<file path="config.mk">
export PLATFORM = sky130hd
export DESIGN_NAME = cache_line_filler
export DESIGN_NICKNAME = d
export VERILOG_FILES = /design/src/rtl/cache_fill_pkg.sv /design/src/rtl/fill_offset_pipe.sv /design/src/rtl/cache_line_filler.sv
export SDC_FILE = /design/constraint.sdc
export NUM_CORES = 1
export LEC_CHECK = 0
export ABC_AREA = 1
export CELL_PAD_IN_SITES_DETAIL_PLACEMENT = 0
export CELL_PAD_IN_SITES_GLOBAL_PLACEMENT = 1
export CORE_MARGIN = 3
export CORE_UTILIZATION = 40
export CTS_CLUSTER_DIAMETER = 120
export CTS_CLUSTER_SIZE = 40
export DETAILED_ROUTE_END_ITERATION = 12
export PLACE_DENSITY = 0.93
export SYNTH_ARGS = -nofsm -noshare
export SYNTH_HDL_FRONTEND = slang
export SYNTH_SLANG_ARGS = --single-unit
</file>
<file path="constraint.sdc">
create_clock -name clk -period 4.15 [get_ports clk]
set_input_delay 0.6225 -clock clk [delete_from_list [all_inputs] [get_ports clk]]
set_output_delay 0.6225 -clock clk [all_outputs]
set_load 0.03 [all_outputs]
</file>
<file path="src/rtl/cache_fill_pkg.sv">
// Shared definitions for the instruction-cache fill path: FSM state encoding
// and the default geometry used by cache, program_sequencer and the filler.
package cache_fill_pkg;

  localparam int DEFAULT_ADDR_W      = 8;
  localparam int DEFAULT_DATA_W      = 8;
  localparam int DEFAULT_OFFSET_W    = 5;
  localparam int DEFAULT_ROM_LATENCY = 1;

  localparam int LINE_BYTES = 2 ** DEFAULT_OFFSET_W;
  localparam int TAG_W      = DEFAULT_ADDR_W - DEFAULT_OFFSET_W;

  typedef enum logic [1:0] {
    ST_IDLE  = 2'd0,
    ST_ISSUE = 2'd1,
    ST_FILL  = 2'd2,
    ST_DONE  = 2'd3
  } fill_state_e;

endpackage : cache_fill_pkg

</file>
<file path="src/rtl/fill_offset_pipe.sv">
// fill_offset_pipe: DEPTH-stage delay line carrying the issue-valid flag and
// line offset of each ROM request, so they emerge in the same cycle as the
// matching rom_data.
module fill_offset_pipe
  import cache_fill_pkg::*;
#(
  parameter int OFFSET_W = DEFAULT_OFFSET_W,
  parameter int DEPTH    = DEFAULT_ROM_LATENCY
) (
  input  logic                clk,
  input  logic                reset,
  input  logic                in_valid,
  input  logic [OFFSET_W-1:0] in_off,
  output logic                out_valid,
  output logic [OFFSET_W-1:0] out_off
);

  logic [DEPTH-1:0]    vld_q;
  logic [OFFSET_W-1:0] off_q [DEPTH];

  // Shift valid and offset one stage per clock.
  always_ff @(posedge clk or negedge reset) begin
    if (!reset) begin
      vld_q <= '0;
      // NOTE: this small array is reset (unlike a RAM) so an aborted fill can
      // never leave a stale offset paired with a valid in flight.
      for (int i = 0; i < DEPTH; i++) begin
        off_q[i] <= '0;
      end
    end else begin
      vld_q[0] <= in_valid;
      off_q[0] <= in_off;
      for (int i = 1; i < DEPTH; i++) begin
        vld_q[i] <= vld_q[i-1];
        off_q[i] <= off_q[i-1];
      end
    end
  end

  assign out_valid = vld_q[DEPTH-1];
  assign out_off   = off_q[DEPTH-1];

endmodule : fill_offset_pipe

</file>
<file path="src/rtl/cache_line_filler.sv">
// cache_line_filler: answers the sequencer's miss handshake by streaming one
// full line from program memory into the single-line instruction cache, then
// pulsing fill_done. Tracks residency (line_valid/line_tag) and flushes.
// Optional feature macro: CRITICAL_WORD_FIRST_EN (start the fill at the
// missed byte and wrap; crit_ready marks the first write). Default build
// fills from offset 0 and ties crit_ready low.
module cache_line_filler
  import cache_fill_pkg::*;
#(
  parameter int ADDR_W      = DEFAULT_ADDR_W,
  parameter int DATA_W      = DEFAULT_DATA_W,
  parameter int OFFSET_W    = DEFAULT_OFFSET_W,
  parameter int ROM_LATENCY = DEFAULT_ROM_LATENCY
) (
  input  logic                       clk,
  input  logic                       reset,
  input  logic                       miss_req,
  input  logic [ADDR_W-1:0]          miss_addr,
  input  logic                       invalidate,
  output logic [ADDR_W-1:0]          rom_address,
  input  logic [DATA_W-1:0]          rom_data,
  output logic                       cache_wren,
  output logic [OFFSET_W-1:0]        cache_wroffset,
  output logic [DATA_W-1:0]          cache_data,
  output logic                       fill_busy,
  output logic                       fill_done,
  output logic                       line_valid,
  output logic [ADDR_W-OFFSET_W-1:0] line_tag,
  output logic                       crit_ready
);

  localparam int TAG_BITS = ADDR_W - OFFSET_W;
  localparam int LINE_LEN = 2 ** OFFSET_W;

  localparam logic [OFFSET_W:0]   ISSUE_ALL = (OFFSET_W+1)'(LINE_LEN);
  localparam logic [OFFSET_W:0]   CNT_ONE   = (OFFSET_W+1)'(1);
  localparam logic [OFFSET_W-1:0] OFF_ONE   = OFFSET_W'(1);

  fill_state_e         state;
  logic                issue_valid;   // rom_address carries a live request
  logic [OFFSET_W:0]   iss_cnt;       // requests issued so far this fill
  logic [OFFSET_W-1:0] wr_cnt;        // cache writes completed this fill
  logic                inv_sticky;    // flush seen while a fill was in flight

  logic [TAG_BITS-1:0] miss_tag;
  logic [OFFSET_W-1:0] start_off;
  logic                pipe_valid;
  logic [OFFSET_W-1:0] pipe_off;

  assign miss_tag = miss_addr[ADDR_W-1:OFFSET_W];

`ifdef CRITICAL_WORD_FIRST_EN
  logic [OFFSET_W-1:0] crit_off;      // offset of the byte that missed
  assign start_off = miss_addr[OFFSET_W-1:0];
`else
  logic unused_low_addr;
  assign start_off       = '0;
  assign unused_low_addr = ^miss_addr[OFFSET_W-1:0];
`endif

  // Control FSM: accept misses, issue one ROM address per cycle, count the
  // returning writes, and publish residency at DONE.
  always_ff @(posedge clk or negedge reset) begin
    if (!reset) begin
      state       <= ST_IDLE;
      rom_address <= '0;
      issue_valid <= 1'b0;
      iss_cnt     <= '0;
      wr_cnt      <= '0;
      inv_sticky  <= 1'b0;
      fill_busy   <= 1'b0;
      fill_done   <= 1'b0;
      line_valid  <= 1'b0;
      line_tag    <= '0;
`ifdef CRITICAL_WORD_FIRST_EN
      crit_off    <= '0;
`endif
    end else begin
      // NOTE: state and outputs use non-blocking assignments so every branch
      // below reads the values from before this edge, like real flip-flops.
      fill_done <= 1'b0;
      case (state)
        ST_IDLE: begin
          if (miss_req && (invalidate || !line_valid || line_tag != miss_tag)) begin
            // Miss (a same-cycle flush turns a hit into a miss as well).
            state       <= ST_ISSUE;
            line_tag    <= miss_tag;
            line_valid  <= 1'b0;
            inv_sticky  <= 1'b0;
            fill_busy   <= 1'b1;
            rom_address <= {miss_tag, start_off};
            issue_valid <= 1'b1;
            iss_cnt     <= CNT_ONE;
            wr_cnt      <= '0;
`ifdef CRITICAL_WORD_FIRST_EN
            crit_off    <= start_off;
`endif
          end else if (miss_req) begin
            // Already resident: release the sequencer without touching ROM.
            state     <= ST_DONE;
            fill_done <= 1'b1;
          end else if (invalidate) begin
            line_valid <= 1'b0;
          end
        end

        ST_ISSUE, ST_FILL: begin
          if (state == ST_ISSUE) begin
            state <= ST_FILL;
          end
          if (invalidate) begin
            inv_sticky <= 1'b1;
          end
          // Address stream: offset wraps inside the line, never crossing it.
          if (iss_cnt != ISSUE_ALL) begin
            rom_address[OFFSET_W-1:0] <= rom_address[OFFSET_W-1:0] + OFF_ONE;
            iss_cnt                   <= iss_cnt + CNT_ONE;
            issue_valid               <= 1'b1;
          end else begin
            issue_valid <= 1'b0;
          end
          // Write stream: the last write hands over to DONE.
          if (cache_wren) begin
            wr_cnt <= wr_cnt + OFF_ONE;
            if (wr_cnt == '1) begin
              state      <= ST_DONE;
              fill_done  <= 1'b1;
              fill_busy  <= 1'b0;
              line_valid <= !(inv_sticky || invalidate);
            end
          end
        end

        ST_DONE: begin
          state <= ST_IDLE;
          if (invalidate) begin
            line_valid <= 1'b0;
          end
        end

        default: state <= ST_IDLE;
      endcase
    end
  end

  fill_offset_pipe #(
    .OFFSET_W (OFFSET_W),
    .DEPTH    (ROM_LATENCY)
  ) u_offset_pipe (
    .clk       (clk),
    .reset     (reset),
    .in_valid  (issue_valid),
    .in_off    (rom_address[OFFSET_W-1:0]),
    .out_valid (pipe_valid),
    .out_off   (pipe_off)
  );

  // Cache write port: register returned data with its aligned offset.
  always_ff @(posedge clk or negedge reset) begin
    if (!reset) begin
      cache_wren     <= 1'b0;
      cache_wroffset <= '0;
      cache_data     <= '0;
    end else begin
      cache_wren <= pipe_valid;
      if (pipe_valid) begin
        cache_wroffset <= pipe_off;
        cache_data     <= rom_data;
      end
    end
  end

`ifdef CRITICAL_WORD_FIRST_EN
  // Flag the write of the byte the sequencer is waiting on.
  always_ff @(posedge clk or negedge reset) begin
    if (!reset) begin
      crit_ready <= 1'b0;
    end else begin
      crit_ready <= pipe_valid && (pipe_off == crit_off);
    end
  end
`else
  assign crit_ready = 1'b0;
`endif

endmodule : cache_line_filler

</file>
==> results of run 1 <==
-- per-stage QoR --
| step | total power (uW) | util |
|---|---|---|
| final | 2120 | 0.525 |
| after global routing | 2290 | 0.525 |
| after CTS | 2140 | 0.525 |
| after detailed placement | 1810 | 0.504 |
| after global placement | 1790 | 0.504 |
| after floorplan | 1540 | - |
-- cells by family after synthesis --
kind of cell	share of synthesized area
compound gates	0.0495
buf+inv	0.0731
simple gates	0.234
xor+xnor	0.00787
fa+ha+maj	0.0506
flops	0.517
mux	0.0658
other cells	0.00168
-- cells in the final DEF (no fill, tap or decap) --
| master | synthesis | routed |
|---|---|---|
| dfrtp_1 | 46 | 46 |
| clkinvlp_4 | 0 | 1 |
| clkdlybuf4s50_1 | 0 | 41 |
| clkbuf_8 | 0 | 5 |
| nand3_1 | 23 | 23 |
| o21ai_0 | 9 | 9 |
| nand2_2 | 1 | 1 |
| xor2_1 | 2 | 2 |
| conb_1 | 1 | 1 |
| buf_2 | 4 | 1 |
| nor2_2 | 1 | 1 |
| clkbuf_1 | 1 | 1 |
| or2_2 | 1 | 1 |
| nor3_1 | 1 | 1 |
| inv_1 | 20 | 20 |
| mux2_2 | 13 | 13 |
| a211oi_1 | 1 | 1 |
| nand2_1 | 70 | 70 |
| nor2_1 | 18 | 18 |
| bufinv_16 | 0 | 1 |
| nand2_4 | 2 | 2 |
| nand3b_1 | 4 | 4 |
| a21oi_1 | 10 | 10 |
| o211ai_1 | 1 | 1 |
| ha_1 | 9 | 9 |
-- area by class of cell --
class | instances | area [um2] | area share
clock buffers | 6 | 72.6 | 0.0264
multi-input cells | 167 | 912 | 0.332
flip-flops and latches | 46 | 1150 | 0.418
well taps | 70 | 87.6 | 0.0318
inverters | 20 | 75.1 | 0.0273
clock inverters | 2 | 37.5 | 0.0136
repair buffers | 42 | 415 | 0.151
-- sequential cells by signal, indices dropped and copies added, names as in the netlist --
name and cells:
u_offset_pipe.out_off 5, iss_cnt 6, cache_wren 1, wr_cnt 5, line_valid 1, fill_busy 1
fill_done 1, cache_data 8, cache_wroffset 5, inv_sticky 1, issue_valid 1, u_offset_pipe.out_valid 1
rom_address 8, state 2
-- layer usage --
metal / GRT usage / up-vias / share of wire
met5: 0 / - / 0
met4: 0.0659 / 0 / 0.019
met3: 0.0303 / 7 / 0.056
met2: 0.242 / 41 / 0.47
met1: 0.172 / 767 / 0.46
li1: - / 852 / -
-- synth_stat cells, types with 2 or more instances --
| master | instances | area (um2) |
|---|---|---|
| nand2_1 | 70 | 263 |
| nand3b_1 | 4 | 30.0 |
| a21oi_1 | 10 | 50.1 |
| dfrtp_1 | 46 | 1150 |
| buf_2 | 4 | 20.0 |
| nand3_1 | 23 | 115 |
| o21ai_0 | 9 | 45.0 |
| buf_4 | 5 | 37.5 |
| inv_1 | 20 | 75.1 |
| nor2_1 | 18 | 67.6 |
| nand2_4 | 2 | 22.5 |
| xor2_1 | 2 | 17.5 |
| mux2_2 | 13 | 146 |
| ha_1 | 9 | 113 |
-- power breakdown --
part           leakage, uW  internal, uW  switching [uW]
Sequential        0.000587           597             131
Combinational     0.000698           408             655
Clock            0.0000514           180             151
Total              0.00134          1180             937
-- worst max path at each step --
| stage | from | end | slack, ns |
|---|---|---|---|
| 3_3_place_gp | invalidate | iss_cnt[1] | 1.73 |
| 2_1_floorplan | state[1] | wr_cnt[1] | 2.52 |
| 3_5_place_dp | invalidate | issue_valid | 1.73 |
| 4_1_cts | state[0] | rom_address[1] | 1.76 |
| 5_1_grt | state[1] | rom_address[4] | 1.54 |
| 6_report | state[1] | rom_address[1] | 1.75 |
-- worst register-to-register path: cells and delay by family, from the launching register on --
| family | cells | cell delay, ns |
|---|---|---|
| adders and majority gates | 1 | 0.66 |
| and+or+nand+nor | 4 | 1.19 |
| DFF | 1 | 0.41 |
| buffers and inverters | 1 | 0.08 |
==> key figures, run 1 <==
CTS
  – H-tree depth: 2
  – Root Driver: clkbuf_8
  – Worst-skew pair later-pin latency: about 0.30 ns
  – Clock Sinks: 46
  – Hold_buf cts: 0
  – Post-cts sizing count: 0
  – Reg clk slew, reported paths: about 0.09 ns
  – Num CTS Buffers: 5
  – CTS max path bufs: 2
  – Post-CTS setup repair buffer count: 0
  – CTS tree: yes

Min path
  – Worst Hold Launch: issue_valid
  – Hold Crit Depth: 0
  – Worst Hold Class: flip-flop to flip-flop
  – Hold Path End: u_offset_pipe.out_valid

Setup path
  – Reg2reg start: state[1]
  – Startpoint types: flip-flop
  – Cell mode on critical path: nand2_1
  – Worst R2R End: rom_address[1]
  – Slowest Stage Delay on Critical Path: around 0.66 ns
  – Reg2reg path depth: 6
  – Crit. End Element: flip-flop
  – Critical path type: flip-flop to flip-flop
  – Worst-path maximum fanout: 19
  – Critical path data required time: around 4.4 ns
  – Flop2flop setup slack: around 1.8 ns
  – CP Depth: 6
  – Bufs and invs on worst path: 1
  – Critical Path AT: 2.63 ns
  – CP delay by family, top: simple AND/OR/NAND/NOR gates
  – Critical path cell sequence: inv_1 > ha_1 > nand3_1 > nand2_1 > nand2_1 > nand2_1
  – Slowest-stage cell, CP: ha_1

Floorplanning
  – Site row count: 26
  – Die footprint: ~6500 um2
  – Starting Density: 0.425
  – Top-level I/O count: 49
  – Chip Width: slightly above 80 um
  – Chip height: between 80 and 90 um
  – Core area: about 5200 um2

Global routing
  – Remaining global-route overflow: 0
  – First-pass GRT wire length: between 7000 and 8000 um
  – Vias in the first global route: between 1,500 and 2,000
  – Initial antenna violation count: 0
  – Tot GR Track Use: 0.143
  – Largest net degree at the start of global routing: 47

Yosys
  – Syn_nets: roughly 270
  – Async set-reset flop share out of synthesis: 1.00
  – Cell variety after synth: 24
  – Post-synthesis sequential area ratio: 0.517
  – #FFs+latches synth: 46
  – Number of synthesized flops with an enable pin: 0
  – Ys flop type: dfrtp_1
  – Avg Cell Area, Syn: roughly 9.1 um2
  – Synth Cell Area: 2230 um2
  – Synth Instances: 245
  – Yosys Warn Count: 0

Drt
  – WL per Instance: 11.9 um
  – DRC violations left: 0
  – Final wirelength: about 4200 um
  – Antenna Nets Post-Route: 0
  – Vias per inst: around 4.7
  – First-pass DRT Iterations: 4
  – Via count: between 1,500 and 2,000
  – 1st-iter DRT viols: 83

Timing
  – Setup TNS: 0 ns
  – RSZ-0062 raised after global routing: no
  – Slew Limit Fails: 0
  – Fmax achieved: 0.417 GHz
  – Slew margin rel.: 0.342
  – Setup ws final: 1.75 ns
  – Hold Fails Final Rpt: 0
  – Hold WS: roughly 0.4 ns
  – Final period utilization: 0.577
  – Final setup violation count: 0
  – Final Skew: a little over 0.006 ns
  – Fin crit period: ~2.4 ns
  – Slew of the pin with the lowest slew margin: 0.987 ns

Pwr
  – Static leakage: roughly 0.0013 uW
  – Peak supply drop: between 0.3 and 0.4 mV
  – Cell Pwr Density: 771 nW/um2

Placement
  – DP HPWL: a little under 3000 um
  – Placed Cells: 345
  – Dpl ws: 1.73 ns
  – Area after DPL: 2640 um2
  – Gpl congestion: ~0.77
  – Input/output buffers: 42

Final layout
  – Share of layout cells above drive strength 1: 0.0919
  – FILL cells: about 480
  – Syn-to-layout area delta: 23.6%
  – Antenna cells: 0
  – Final #Nets: 311
  – Final instance area: ~2800 um2
  – Non-Filler Instances: about 350

Run
  – Max Cap Viol: 0

Run status
  – Status: finished, final reports clean
Note: power is estimated with default switching activity, not from simulation.
==> run 2, diff against run 1 <==
- CORE_UTILIZATION: 40 -> 34
- PLACE_DENSITY: 0.93 -> 0.86
- clock period: 4.15 -> 2.1 ns (I/O delays scaled with it)
==> run 2 against run 1 <==
  * Sequential power grew 98%
  * Wire length grew 5.0%
  * Non-clock buffer count grew 7
  * Cell area grew 2.6%
  * Worst hold slack lost 0.31 ns
  * Total power grew 110%
  * Register-to-register slack lost 1.3 ns
  * Global-route usage shrank 1.9 points
  * First-iteration DRC count shrank 27%
  * Critical endpoint is now rom_address[2]
  * Highest routed layer unchanged
==> key figures, run 2 (synthesis results as in run 1) <==
CTS
  – Post-cts sizing count: 0 (unchanged)
  – Num CTS Buffers: 5 (unchanged)
  – Hold_buf cts: 0 (unchanged)
  – Post-CTS setup repair buffer count: 0 (unchanged)
  – Root Driver: clkbuf_8
  – Clock Sinks: 46 (unchanged)
  – CTS max path bufs: 2 (unchanged)
  – Worst-skew pair later-pin latency: 0.31 ns (about the same)
  – Reg clk slew, reported paths: 0.09 ns (about the same)
  – H-tree depth: 2 (unchanged)
  – CTS tree: yes

Timing
  – RSZ-0062 raised after global routing: no
  – Final setup violation count: 0 (unchanged)
  – Fmax achieved: around 0.56 GHz
  – Final Skew: 0.00858 ns (+0.00238 ns)
  – Setup ws final: 0.301 ns (-1.45 ns)
  – Fin crit period: between 1.5 and 2 ns
  – Slew margin rel.: 0.612 (+0.271)
  – Setup TNS: 0 ns (unchanged)
  – Final period utilization: 0.857
  – Slew Limit Fails: 0 (unchanged)
  – Slew of the pin with the lowest slew margin: 0.581 ns (-0.406 ns)
  – Hold Fails Final Rpt: 0 (unchanged)

Floorplanning
  – Chip height: 86.9 um (+7.8%)
  – Core area: 6130 um2 (+17%)
  – Die footprint: 7550 um2 (+16%)
  – Top-level I/O count: 49 (unchanged)
  – Chip Width: 86.9 um (+7.8%)
  – Site row count: 28 (+7.7%)
  – Starting Density: 0.363 (-0.0619)

Setup path
  – Bufs and invs on worst path: 1 (unchanged)
  – Reg2reg path depth: 7 (+1)
  – Critical path cell sequence: clkdlybuf4s50_1
  – Slowest Stage Delay on Critical Path: 0.72 ns (+0.06 ns)
  – Crit. End Element: output pin
  – CP delay by family, top: buffers and inverters
  – Worst R2R End: rom_address[3]
  – Flop2flop setup slack: 0.43 ns (-1.32 ns)
  – Critical path type: flip-flop to output pin
  – Slowest-stage cell, CP: clkdlybuf4s50_1
  – Critical path data required time: 1.78 ns (-2.61 ns)
  – Startpoint types: flip-flop
  – Worst-path maximum fanout: 7 (-12)
  – Critical Path AT: 1.48 ns (-1.15 ns)
  – Reg2reg start: state[1]

Drt
  – WL per Instance: 12.0 um (+1.6%)
  – Final wirelength: 4400 um (+5.0%)
  – Vias per inst: 4.70 (-0.56%)
  – Antenna Nets Post-Route: 0 (unchanged)
  – First-pass DRT Iterations: 4 (unchanged)
  – Via count: 1,714 (+2.8%)
  – 1st-iter DRT viols: 61 (-27%)
  – DRC violations left: 0 (unchanged)

Global routing
  – Vias in the first global route: 1,674 (+4.7%)
  – First-pass GRT wire length: 7340 um (+2.5%)
  – Initial antenna violation count: 0 (unchanged)
  – Tot GR Track Use: 0.124 (-0.0189)
  – Remaining global-route overflow: 0 (unchanged)
  – Largest net degree at the start of global routing: 47 (unchanged)

Placement
  – Gpl congestion: 0.818 (+6.6%)
  – DP HPWL: 3090 um (+6.4%)
  – Input/output buffers: 42 (unchanged)
  – Dpl ws: 0.209 ns (-1.52 ns)
  – Placed Cells: 357 (+3.5%)

Final layout
  – Syn-to-layout area delta: 26.8%
  – Antenna cells: 0 (unchanged)
  – Commonest cells after routing, fill and taps aside: 70 x nand2_1, 46 x dfrtp_1, 41 x clkdlybuf4s50_1
  – Non-Filler Instances: 365 (+3.4%)
  – Multi-input gate area: 912 um2 (unchanged)
  – FF/Latch Area: 1150 um2 (unchanged)
  – FILL cells: 604 (+27%)
  – Commonest non-fill, non-tap cell in the layout: nand2_1
  – Largest regs: cache_data (8), rom_address (8), iss_cnt (6)
  – Final #Nets: 318 (+2.3%)
  – Share of layout cells above drive strength 1: 0.114 (+0.0219)

Pwr
  – Cell Pwr Density: 1560 nW/um2 (+100%)
  – Static leakage: 0.00137 uW (+2.8%)
  – Peak supply drop: 0.736 mV (+97%)
  – Final Total Pwr: 4410 uW (+110%)

Min path
  – Worst Hold Class: primary input to asynchronous set/reset pin

Run
  – Max Cap Viol: 0 (unchanged)

Run status
  – Status: finished, final reports clean
==> run 2: cell count changes in the layout (fill, tap and decap cells not counted) <==
cell    before  now
buf_4        0    6
buf_12       0    1
==> run 2: routing by layer <==
layer	part of all wire	vias up	track usage	wire length [um]
met1	0.48	801	0.150	2090
met5	0	-	0	0
met2	0.45	40	0.207	1980
met3	0.056	6	0.0341	245
met4	0.019	0	0.0510	83
li1	-	867	-	-
==> run 2: worst max path at each step <==
stage | cells after the start | to | startpoint | slack (ns)
3_5_place_dp | 10 | wr_cnt[1] | invalidate | 0.21
5_1_grt | 8 | fill_busy | state[1] | 0.24
6_report | 1 | rom_address[2] | rom_address[2] | 0.30
2_1_floorplan | 9 | wr_cnt[1] | state[1] | 0.47
3_3_place_gp | 10 | wr_cnt[1] | invalidate | 0.22
4_1_cts | 1 | rom_address[2] | rom_address[2] | 0.30
==> run 2: power breakdown <==
| part | leakage (uW) | total (uW) | switching (uW) | internal (uW) |
|---|---|---|---|---|
| Combinational | 0.000736 | 2310 | 1340 | 979 |
| Sequential | 0.000587 | 1440 | 255 | 1180 |
| Clock | 0.0000514 | 662 | 307 | 355 |
==> run 2: stage by stage <==
step / instance area (um2) / hold WS [ns] / utilization
after global placement: 2710 / 0.365 / 0.442
after detailed placement: 2710 / 0.381 / 0.442
after floorplan: 2230 / 0.0194 / -
after CTS: 2820 / 0.112 / 0.460
final: 2820 / 0.0849 / 0.460
after global routing: 2820 / 0.140 / 0.460
==> run 2: final cells by class <==
type / count / area share
Clock buffer: 6 / 0.0257
Clock inverter: 2 / 0.0133
Inverter: 20 / 0.0266
Multi-Input combinational cell: 167 / 0.323
Sequential cell: 46 / 0.408
Tap cell: 75 / 0.0332
Timing Repair Buffer: 49 / 0.170
